$ cat config.mk
export PLATFORM = sky130hd
export DESIGN_NAME = uart_rx_fifo
export DESIGN_NICKNAME = d
export VERILOG_FILES = /design/src/rtl/uart_rx_fifo.sv
export SDC_FILE = /design/constraint.sdc
export NUM_CORES = 1
export LEC_CHECK = 0
export ABC_AREA = 1
export BUFFER_PORTS_ARGS = -buffer_cell sky130_fd_sc_hd__buf_2
export CORE_MARGIN = 2
export CORE_UTILIZATION = 30
export CTS_CLUSTER_DIAMETER = 120
export DETAILED_ROUTE_END_ITERATION = 8
export SLEW_MARGIN = 40
export SYNTH_ARGS = -nofsm -noshare
export SYNTH_HDL_FRONTEND = slang
export SYNTH_SLANG_ARGS = --single-unit
$ cat constraint.sdc
create_clock -name clk -period 5.95 [get_ports clk]
set_input_delay 1.785 -clock clk [delete_from_list [all_inputs] [get_ports clk]]
set_output_delay 1.785 -clock clk [all_outputs]
set_load 0.02 [all_outputs]
$ cat src/rtl/uart_rx_fifo.sv
// uart_rx_fifo: first-word-fall-through byte queue between a UART receiver
// and its consumer. Bytes arriving while the queue is full are dropped and
// the drop is remembered in a sticky overrun flag until software clears it.
module uart_rx_fifo #(
    parameter int DEPTH    = 16,
    parameter int AF_LEVEL = 12
) (
    input  logic                     clk,
    input  logic                     reset,
    input  logic [7:0]               in_data,
    input  logic                     in_valid,
    output logic [7:0]               out_data,
    output logic                     out_valid,
    input  logic                     out_ready,
    output logic [$clog2(DEPTH):0]   count,
    output logic                     full,
    output logic                     almost_full,
    output logic                     overrun,
    input  logic                     overrun_clr
);

    localparam int AW = $clog2(DEPTH);
    localparam int CW = AW + 1;

    logic [7:0]    mem [DEPTH];
    logic [AW-1:0] wr_ptr_q, wr_ptr_d;
    logic [AW-1:0] rd_ptr_q, rd_ptr_d;
    logic [CW-1:0] count_q, count_d;
    logic          overrun_q, overrun_d;

    logic          pop;
    logic          wr_en;
    logic          drop;

    // Status flags are decoded from the occupancy counter so they can never
    // disagree with it; the head byte is read straight from the array.
    always_comb begin
        out_valid   = (count_q != '0);
        full        = (count_q == CW'(DEPTH));
        almost_full = (count_q >= CW'(AF_LEVEL));
        count       = count_q;
        overrun     = overrun_q;
        out_data    = mem[rd_ptr_q];
    end

    // Next-state logic: a push into a full queue only succeeds when a pop
    // frees the slot in the same cycle; otherwise the byte is dropped.
    always_comb begin
        pop       = out_valid & out_ready;
        wr_en     = in_valid & (~full | pop);
        drop      = in_valid & full & ~pop;
        wr_ptr_d  = wr_ptr_q;
        rd_ptr_d  = rd_ptr_q;
        count_d   = count_q;
        overrun_d = overrun_q;
        if (wr_en) begin
            wr_ptr_d = wr_ptr_q + AW'(1);
        end
        if (pop) begin
            rd_ptr_d = rd_ptr_q + AW'(1);
        end
        if (wr_en && !pop) begin
            count_d = count_q + CW'(1);
        end else if (pop && !wr_en) begin
            count_d = count_q - CW'(1);
        end
        // A new drop wins over a simultaneous clear so no loss goes unseen.
        if (drop) begin
            overrun_d = 1'b1;
        end else if (overrun_clr) begin
            overrun_d = 1'b0;
        end
    end

    // Control state registers with synchronous reset.
    always_ff @(posedge clk) begin
        if (reset) begin
            wr_ptr_q  <= '0;
            rd_ptr_q  <= '0;
            count_q   <= '0;
            overrun_q <= 1'b0;
        end else begin
            wr_ptr_q  <= wr_ptr_d;
            rd_ptr_q  <= rd_ptr_d;
            count_q   <= count_d;
            overrun_q <= overrun_d;
        end
    end

    // Byte storage; contents are meaningless until written, so no reset.
    always_ff @(posedge clk) begin
        if (wr_en && !reset) begin
            mem[wr_ptr_q] <= in_data;
        end
    end

endmodule

Word-level counts from Yosys, hierarchy flattened
Memory sizes are Yosys's and may differ from the RTL's. A register that Yosys moved wholly into a read port is not among the register bits.
Index checks and enable logic that the tools add are counted.
- mux-type cells: 8
- reduce and logical (&&, ||, !) cells: 9
- bitwise operators: 7
- order comparisons: 1
- equality and inequality tests: 1
- add/sub/neg operators: 4
- operator list (cell ; number):
    5-bit two-way mux ; 2
    4-bit by 1-bit adder with 4-bit output (second input constant) ; 2
    4-bit two-way mux ; 2
    5-bit by 1-bit adder with 5-bit output (second input constant) ; 1
    5-bit == test (second input constant) ; 1
    5-bit by 4-bit greater-or-equal comparator with 1-bit output (second input constant) ; 1
    5-bit nonzero test ; 1
    5-bit by 1-bit subtractor with 5-bit output (second input constant) ; 1
    1-bit bitwise AND ; 4
    1-bit two-way mux ; 4
    2-bit nonzero test ; 2
    1-bit logical AND ; 3
    1-bit logical NOT ; 3
    1-bit NOT ; 2
    1-bit OR ; 1
- output and inout bits: 17
- bits in registers: 14
- input port bits: 13
- logic and storage cells: 35
- RAM bits: 128
- memories: 1
- memory list (name ; depth ; width ; read ports ; clocked after Yosys merged registers in ; write ports ; line ; source):
    mem ; 16 ; 8 ; 1 ; 1 ; 1 ; 25 ; logic [7:0] mem [DEPTH];

Logic depth before layout (Yosys ltp)
Gate-level depths: netlist of the first run.
- word-level depth: 8
- mapped depth: 14
- depth with buffers taken out: 14

Worst setup path before layout of the first run
No wires, ideal clock.
- kind: input -> register
- start point: input port out_ready
- end point: register count_q[4], in the netlist count[4]
- slack: 2.486 ns
- arrival: 3.394 ns
- setup time: 0.070 ns
- cell stages on the path: 13
- required time: 5.880 ns
- buffers on the path: 0
- path through: inv_1 -> nand4_1 -> nand2_1 -> inv_1 -> ha_1 -> inv_1 -> ha_1 -> or2_2 -> nand2_1 -> nand2_1 -> nand2_1 -> nand2_1 -> a21oi_1
- cells in the longest elaborated chain, start to end: 6
- elaborated cells between the ends (all ways): 9
- classes of those cells: mux (1); bitwise (3); reduce/logical (5)
- RTL lines (item ; line ; source):
    start, declared ; 14 ; input logic out_ready,
    1-bit bitwise AND * ; 49 ; pop = out_valid & out_ready;
    1-bit OR ; 50 ; wr_en = in_valid & (~full | pop);
    1-bit bitwise AND ; 50 ;
    1-bit logical NOT ; 64 ; end else if (pop && !wr_en) begin
    1-bit logical AND ; 64 ;
    2-bit nonzero test (no source line) ; - ;
    end signal, assigned ; 85 ; count_q <= count_d;
    end, declared ; 28 ; logic [CW-1:0] count_q, count_d;
Every way passes the cells marked *; elsewhere a longest branch is shown, timed or not.
A chain may end at the register's enable or synchronous reset.

==> results.toml, run 1 <==
[place]
pre_cts_ws_ns = 2.15
gp_weighted_congestion = 0.764
port_buffers = 29
post_dp_area_um2 = 6610
detailed_place_hpwl_um = 8510

[drt]
post_drt_via_cell_ratio = 4.67
violation_count_after_the_first_detailed_routing_iteration = 330
finalWirelength_um = 14000
wire_per_inst_um = 15.9
routed-via-count = 4120
drt_pre_antenna_iters = 5
drt.antenna.violating_nets = 0
detailed_route_drc_error_count = 0

[clock_tree]
cts_setup_buffers = 0
clock_tree_from_tritoncts = "yes"
clk_latency_ns = 0.41
post_cts.resized_instances = 0
cts.reportedPaths.clkPinSlew_ns = 0.06
cts_root_buffer = "sky130_fd_sc_hd__clkbuf_16"
cts_num_sinks = 146
cts_htree_levels = 4
ctsLongestPathBuffers = 2
tritoncts.num_buffers = 17
postCtsHoldBufs = 0

[layout]
fin_nets = 623
num_antenna_cells = 0
layout_cell_share_with_drive_strength_beyond_1 = 0.134
layout_commonest_cell = "sky130_fd_sc_hd__edfxtp_1"
flow.area_growth_from_synthesis_pct = 14.8
final_design_area_no_fill_um2 = 7190
final_cell_mix = "sky130_fd_sc_hd__edfxtp_1, sky130_fd_sc_hd__nand2_1, sky130_fd_sc_hd__nor2_1"

[die]
core_area_um2 = 20400
area_of_the_die_um2 = 22100
floorplan.die.width_um = 148
starting_utilization_of_the_core_area = 0.308
die_height_um = 148
placementRows = 52
io_pins = 30

[sta]
setup_repair_after_global_routing_missed_its_margin = "no"
tightest_slew_ns = 0.803
timing.clock.skew_ns = 0.00862
slew_headroom = 0.463
finalHoldViolCount = 0
maxSlewViolCount = 0
max_clock_freq_mhz = 255
finalSetupViolations = 0
shortest_period_the_worst_path_allows_ns = 3.92
finalHoldWorstSlack_ns = 0.466
postLayoutSetupSlackWorst_ns = 2.03
timing.setup.tns_ns = 0
post-route-period-util = 0.659

[yosys]
synth_cells = 575
netlist_area_um2 = 6260
yosysUniqueCellTypes = 26
yosys_register_bits = 146
synthesized_area_divided_by_synthesized_cell_count_um2 = 10.9
syn_nets = 599
synth.yosys.warnings = 0
sequential_share_of_the_synthesized_area = 0.671

[worst_setup_path]
crit_chain = "inv_2, nand2_1, nand2_1, nand2_1, nand3_1, nand3_1, nand2_1, buf_2"
critPathKind = "reg2out"
timing.critical_path.slowest_cell_delay_ns = 0.57
timing.critical_path.from_type = "flop"
cpLargestDelayFamily = "buffers and inverters"
cell_with_the_largest_stage_delay_on_the_worst_path = "sky130_fd_sc_hd__inv_2"
crit_path_end_kind = "output port"
cell_type_with_the_highest_occurrence_count_on_the_critical_path = "sky130_fd_sc_hd__nand2_1"
r2r_end = "count[4]"
worst_r2r_path_depth = 13
reg2reg_setup_slack_ns = 3.53
critical_path_required_ns = 4.16
worst_r2r_startpoint = "count[2]"
timing.critical_path.arrival_ns = 2.13
path_buf_inv = 2
crit_fanout = 42

[global_route]
antenna_found_initial = 0
vias_in_the_first_global_route = 3852
overflow = 0
first_pass_grt_wire_length_um = 21600
global_route.usage.total = 0.131
grt_start_max_net_pins = 57

[power_and_ir_drop]
share_clk_of_total_power = 0.357
netSwitchingFraction = 0.308
power.share.sequential = 0.406
power.share.combinational = 0.237
internal-power_mw = 2.02
net-switching-power_mw = 0.902
power-per-cell-area_nw_per_um2 = 407
power_leakage_nw = 2.69
worst_vdd_drop_mv = 0.222

[min_path]
timing.hold.worst_endpoint = "overrun"
hp-class = "reg2reg"
min_from = "overrun"
hold_path_depth = 2

[job]
cap_viol_max_count = 0

[outcome]
outcome = "complete, no violations"
layout make-up:
| type | count | area [um2] |
|---|---|---|
| Fill cell | 2013 | 13200 |
| Sequential cell | 146 | 4210 |
| Multi-Input combinational cell | 353 | 1720 |
| Clock buffer | 20 | 437 |
| Tap cell | 270 | 338 |
| Inverter | 49 | 186 |
| Timing Repair Buffer | 32 | 168 |
| Clock inverter | 12 | 140 |
kinds of logic (layout without fill, tap and decap cells):
family,Yosys count,in the layout,share of synthesized area
XOR/XNOR,3,3,0.00420
buffers and inverters,76,113,0.0601
flip-flops,146,146,0.671
AND/OR/NAND/NOR,269,269,0.176
adder cells (fa/ha/maj),11,11,0.0232
AO/OA/AOI/OAI,70,70,0.0655
how the worst max path moves through the flow:
stage	start	end	slack, ns	cells past startpoint
floorplan	out_ready	count[4]	2.49	13
global placement	out_ready	count[4]	2.17	14
detailed placement	out_ready	count[4]	2.15	14
CTS	flop	out_data[4]	2.01	8
global route	flop	out_data[1]	1.86	8
finish	flop	out_data[4]	2.03	8
sequential cells by signal, indices dropped and copies added (netlist names), named ones only:
signal and flops:
count 5, mem 128, overrun 1, rd_ptr_q 4
wr_ptr_q 4
metal layers:
metal | vias up | part of all wire | track usage
met4 | 0 | 0.016 | 0.0395
met2 | 131 | 0.45 | 0.194
met5 | - | 0 | 0
met3 | 17 | 0.058 | 0.0301
met1 | 1965 | 0.47 | 0.192
li1 | 2007 | - | -
synthesized netlist by cell type, drive strengths merged:
library cell | count | share of area
o21ai | 37 | 0.030
buf | 23 | 0.028
nand2 | 126 | 0.076
fa | 1 | 0.0032
xnor2 | 1 | 0.0014
or2 | 1 | 0.0010
inv | 49 | 0.029
nor2 | 83 | 0.051
xor2 | 2 | 0.0028
edfxtp | 128 | 0.61
a21oi | 13 | 0.010
nand3 | 57 | 0.046
dfxtp | 18 | 0.058
nand4 | 2 | 0.0020
ha | 10 | 0.020
clkbuf | 4 | 0.0028
o211ai | 20 | 0.026
metrics by stage:
step                utilization  instances  total power [mW]
CTS                       0.353        882              2.94
global route              0.353        882              3.08
detailed placement        0.324        850              1.90
global placement          0.323        850              1.90
floorplan                     -        575              1.75
finish                    0.353        882              2.93
tightest hold or removal path, stage by stage, from the launching register on:
cell                      delay (ns)
sky130_fd_sc_hd__dfxtp_1        0.31
sky130_fd_sc_hd__nand2_1        0.06
sky130_fd_sc_hd__a21oi_1        0.05
power by group through the flow:
stage	clock network [mW]	registers [mW]	logic, mW
3_5_place_dp	0	1.21	0.693
5_1_grt	1.10	1.19	0.785
2_1_floorplan	0	1.21	0.539
6_report	1.04	1.19	0.692
4_1_cts	1.05	1.19	0.696
3_3_place_gp	0	1.21	0.689
No activity file was read; power rests on OpenSTA's default activity.
==> run 2, diff against run 1 <==
==> constraint.sdc (replaced) <==
create_clock -name clk -period 3.2 [get_ports clk]
set_input_delay 0.96 -clock clk [delete_from_list [all_inputs] [get_ports clk]]
set_output_delay 0.96 -clock clk [all_outputs]
set_load 0.02 [all_outputs]
==> results.toml, run 2 (synthesis results as in run 1) <==
[sta]
shortest_period_the_worst_path_allows_ns = 2.96
setup_repair_after_global_routing_missed_its_margin = "no"
postLayoutSetupSlackWorst_ns = 0.244
post-route-period-util = 0.924
slew_headroom = 0.506
max_clock_freq_mhz = 338
timing.setup.tns_ns = 0
tightest_slew_ns = 0.738
timing.clock.skew_ns = 0.00837
finalSetupViolations = 0
maxSlewViolCount = 0
finalHoldViolCount = 0

[global_route]
overflow = 0
grt_start_max_net_pins = 55
first_pass_grt_wire_length_um = 21100
global_route.usage.total = 0.126
vias_in_the_first_global_route = 3696
antenna_found_initial = 0

[power_and_ir_drop]
total_power_mw = 5.30
worst_vdd_drop_mv = 0.469
power-per-cell-area_nw_per_um2 = 732
power_leakage_nw = 2.77

[clock_tree]
clk_latency_ns = 0.42
cts_htree_levels = 4
cts_root_buffer = "sky130_fd_sc_hd__clkbuf_16"
cts.reportedPaths.clkPinSlew_ns = 0.05
ctsLongestPathBuffers = 2
postCtsHoldBufs = 0
cts_setup_buffers = 0
post_cts.resized_instances = 0
clock_tree_from_tritoncts = "yes"
tritoncts.num_buffers = 17
cts_num_sinks = 146

[drt]
drt.antenna.violating_nets = 0
routed-via-count = 4074
violation_count_after_the_first_detailed_routing_iteration = 311
drt_pre_antenna_iters = 6
detailed_route_drc_error_count = 0
post_drt_via_cell_ratio = 4.54
wire_per_inst_um = 14.8
finalWirelength_um = 13300

[die]
floorplan.die.width_um = 148
core_area_um2 = 20400
starting_utilization_of_the_core_area = 0.308
io_pins = 30
die_height_um = 148
area_of_the_die_um2 = 22100
placementRows = 52

[worst_setup_path]
crit_fanout = 23
r2r_end = "count[4]"
worst_r2r_path_depth = 13
worst_r2r_startpoint = "count[2]"
critical_path_required_ns = 2.24
reg2reg_setup_slack_ns = 0.97
critPathKind = "reg2out"
crit_path_end_kind = "output port"
timing.critical_path.from_type = "flop"
timing.critical_path.arrival_ns = 2.00

[layout]
final_design_area_no_fill_um2 = 7250
flip_flop_count_of_the_largest_register_after_layout = 128
final_cell_mix = "sky130_fd_sc_hd__edfxtp_1, sky130_fd_sc_hd__nand2_1, sky130_fd_sc_hd__nor2_1"
flow.area_growth_from_synthesis_pct = 15.8
num_antenna_cells = 0
num-fill-cells = 1996
fin_nets = 640
layout_cell_share_with_drive_strength_beyond_1 = 0.129
layout_commonest_cell = "sky130_fd_sc_hd__edfxtp_1"
top_register = "mem"

[place]
pre_cts_ws_ns = 0.421
gp_weighted_congestion = 0.798
port_buffers = 29
post_dp_area_um2 = 6740
detailed_place_hpwl_um = 8480

[min_path]
timing.hold.worst_endpoint = "overrun"
hold_path_depth = 2
hp-class = "reg2reg"
min_from = "overrun"

[outcome]
outcome = "complete, no violations"

[job]
cap_viol_max_count = 0
run 2: changes by cell type in the layout (fill, tap and decap cells not counted), sizes merged:
cell	previous run	this run
buf	32	49
bufinv	3	1
clkinvlp	3	1
clkbuf	20	21
clkinv	6	7
run 2: layout make-up:
| type | instances | area, um2 | area share |
|---|---|---|---|
| flip-flops and latches | 146 | 4210 | 0.580 |
| inverters | 49 | 184 | 0.0254 |
| multi-input cells | 353 | 1680 | 0.232 |
| clock buffers | 21 | 440 | 0.0607 |
| repair buffers | 49 | 333 | 0.0459 |
| clock inverters | 9 | 67.6 | 0.00932 |
| well taps | 270 | 338 | 0.0466 |
run 2: per-layer routing:
| layer | up-vias | part of all wire | track usage |
|---|---|---|---|
| met3 | 6 | 0.062 | 0.0353 |
| met4 | 0 | 0.0056 | 0.0343 |
| met1 | 1918 | 0.48 | 0.185 |
| li1 | 2038 | - | - |
| met2 | 112 | 0.45 | 0.185 |
| met5 | - | 0 | 0 |
run 2: critical path, cell delays in order (launching register included):
cell and delay, ns:
sky130_fd_sc_hd__dfxtp_1 0.31, sky130_fd_sc_hd__inv_2 0.35, sky130_fd_sc_hd__buf_4 0.27, sky130_fd_sc_hd__nor2_1 0.06, sky130_fd_sc_hd__o21ai_0 0.08, sky130_fd_sc_hd__nand3_1 0.14, sky130_fd_sc_hd__nand3_1 0.13, sky130_fd_sc_hd__nand2_1 0.07
sky130_fd_sc_hd__buf_2 0.16
run 2: worst max path at each step:
stage | from | endpoint | slack [ns]
floorplan | out_ready | count[4] | 0.56
global placement | out_ready | count[4] | 0.47
detailed placement | out_ready | count[4] | 0.42
CTS | flop | out_data[5] | 0.19
global route | flop | out_data[5] | 0.10
finish | flop | out_data[5] | 0.24
run 2: where the power goes:
group | leakage, nW | total (mW) | internal (mW) | switching [mW]
combinational | 1.22 | 1.36 | 0.468 | 0.896
clock | 0.246 | 1.74 | 1.04 | 0.694
sequential | 1.30 | 2.20 | 2.14 | 0.0658
run 2: through the flow:
stage,cells,hold slack [ns],utilization
floorplan,575,0.471,-
global placement,867,0.452,0.331
detailed placement,867,0.465,0.331
CTS,897,0.476,0.356
global route,897,0.517,0.356
finish,897,0.477,0.356
==> run 3, diff against run 2 <==
--- a/config.mk
+++ b/config.mk
@@ -7,10 +7,13 @@
 export LEC_CHECK = 0
 export ABC_AREA = 1
 export BUFFER_PORTS_ARGS = -buffer_cell sky130_fd_sc_hd__buf_2
+export CELL_PAD_IN_SITES_DETAIL_PLACEMENT = 1
+export CELL_PAD_IN_SITES_GLOBAL_PLACEMENT = 2
 export CORE_MARGIN = 2
-export CORE_UTILIZATION = 30
+export CORE_UTILIZATION = 37
 export CTS_CLUSTER_DIAMETER = 120
 export DETAILED_ROUTE_END_ITERATION = 8
+export PLACE_DENSITY_LB_ADDON = 0.1
 export SLEW_MARGIN = 40
 export SYNTH_ARGS = -nofsm -noshare
 export SYNTH_HDL_FRONTEND = slang
==> results.toml, run 3 (synthesis results as in run 1) <==
[global_route]
routing_usage_on_met3 = 0.0472
busiest_layer = "met2"
global_route.usage.total = 0.189
first_pass_grt_wire_length_um = 25100
met2_demand_to_capacity_share_in_global_routing = 0.299
use_met1 = 0.254
overflow = 0
antenna_found_initial = 0
vias_in_the_first_global_route = 4465
grt_start_max_net_pins = 63

[worst_setup_path]
reg2reg_setup_slack_ns = 0.97
critPathKind = "reg2out"
crit_path_end_kind = "output port"
timing.critical_path.from_type = "flop"
crit_fanout = 25
critical_path_required_ns = 2.24
timing.critical_path.arrival_ns = 2.06

[place]
detailed_place_hpwl_um = 10400
gp_weighted_congestion = 0.777
pre_cts_ws_ns = 0.395
dp_cells = 821
port_buffers = 29

[power_and_ir_drop]
netSwitchingFraction = 0.313
internal-power_mw = 3.88
net-switching-power_mw = 1.77
share_clk_of_total_power = 0.360
worst_vdd_drop_mv = 0.379
power-per-cell-area_nw_per_um2 = 771
power.share.sequential = 0.392
power.share.combinational = 0.248
power_leakage_nw = 2.85

[sta]
postLayoutSetupSlackWorst_ns = 0.183
finalHoldViolCount = 0
finalSetupViolations = 0
max_clock_freq_mhz = 331
slew_headroom = 0.507
timing.clock.skew_ns = 0.00922
post-route-period-util = 0.943
setup_repair_after_global_routing_missed_its_margin = "no"
shortest_period_the_worst_path_allows_ns = 3.02
timing.setup.tns_ns = 0
tightest_slew_ns = 0.737
maxSlewViolCount = 0

[die]
starting_utilization_of_the_core_area = 0.378
core_area_um2 = 16600
io_pins = 30
floorplan.die.width_um = 134
placementRows = 47
die_height_um = 134
area_of_the_die_um2 = 18000

[layout]
final_cell_mix = "sky130_fd_sc_hd__edfxtp_1, sky130_fd_sc_hd__nand2_1, sky130_fd_sc_hd__nor2_1"
flip_flop_count_of_the_largest_register_after_layout = 128
flow.area_growth_from_synthesis_pct = 17.0
final-seq-area_um2 = 4210
final_cell_count_no_fill = 853
layout_cell_share_with_drive_strength_beyond_1 = 0.148
fin_nets = 644
layout_commonest_cell = "sky130_fd_sc_hd__edfxtp_1"
top_register = "mem"
multi_input_comb_area_um2 = 1680
num-fill-cells = 1860
num_antenna_cells = 0

[clock_tree]
cts_setup_buffers = 0
clk_latency_ns = 0.43
cts_htree_levels = 4
ctsLongestPathBuffers = 2
post_cts.resized_instances = 0
cts_root_buffer = "sky130_fd_sc_hd__clkbuf_16"
tritoncts.num_buffers = 17
postCtsHoldBufs = 0
cts.reportedPaths.clkPinSlew_ns = 0.06
clock_tree_from_tritoncts = "yes"
cts_num_sinks = 146

[drt]
drt.antenna.violating_nets = 0
drt_pre_antenna_iters = 4
routed-via-count = 4164
wire_per_inst_um = 18.5
detailed_route_drc_error_count = 0
post_drt_via_cell_ratio = 4.88
violation_count_after_the_first_detailed_routing_iteration = 305
finalWirelength_um = 15800

[job]
cap_viol_max_count = 0

[min_path]
hp-class = "reg2reg"

[outcome]
outcome = "complete, no violations"
-- run 3: changes by cell type in the layout (fill, tap and decap cells not counted), sizes merged --
cell    before  now
bufinv       1    0
clkinv       7    4
buf         49   53
clkbuf      21   27
-- run 3: area by class of cell --
cell class / count / area share
Clock inverter: 5 / 0.00427
Sequential cell: 146 / 0.574
Multi-Input combinational cell: 353 / 0.230
Timing Repair Buffer: 53 / 0.0478
Tap cell: 220 / 0.0376
Inverter: 49 / 0.0251
Clock buffer: 27 / 0.0816
-- run 3: layer usage --
layer / wire length, um / share of wire / vias up
met5: 0 / 0 / -
met4: 331 / 0.021 / 0
met3: 624 / 0.040 / 20
met2: 7410 / 0.47 / 82
met1: 7420 / 0.47 / 2020
li1: - / - / 2042
-- run 3: final timing paths --
check,from,end,cells after the start
worst min-delay path,overrun,overrun,2
worst max-delay path,flop,out_data[4],7
worst max register to register,count[2],count[4],13
worst min register to register,overrun,overrun,2
-- run 3: worst max-delay path, cell delays in order, from the launching register on --
cell and delay (ns):
sky130_fd_sc_hd__dfxtp_2 0.34, sky130_fd_sc_hd__inv_2 0.41, sky130_fd_sc_hd__buf_12 0.22, sky130_fd_sc_hd__o21ai_1 0.09, sky130_fd_sc_hd__nand3_1 0.09, sky130_fd_sc_hd__nand3_1 0.18
sky130_fd_sc_hd__nand2_1 0.12, sky130_fd_sc_hd__buf_2 0.16
-- run 3: per-stage QoR --
stage	util	cell area [um2]	power, mW	hold WS, ns
floorplan	-	6260	3.26	0.471
global placement	0.404	6700	3.65	0.451
detailed placement	0.404	6700	3.67	0.473
CTS	0.442	7330	5.72	0.482
global route	0.442	7330	5.96	0.515
finish	0.442	7330	5.65	0.472
-- run 3: power groups by stage --
stage | clock (mW) | sequential (mW) | combinational [mW]
final | 2.03 | 2.21 | 1.40
after global placement | 0 | 2.25 | 1.40
after detailed placement | 0 | 2.25 | 1.42
after global routing | 2.15 | 2.22 | 1.59
after floorplan | 0 | 2.25 | 1.00
after CTS | 2.08 | 2.21 | 1.43
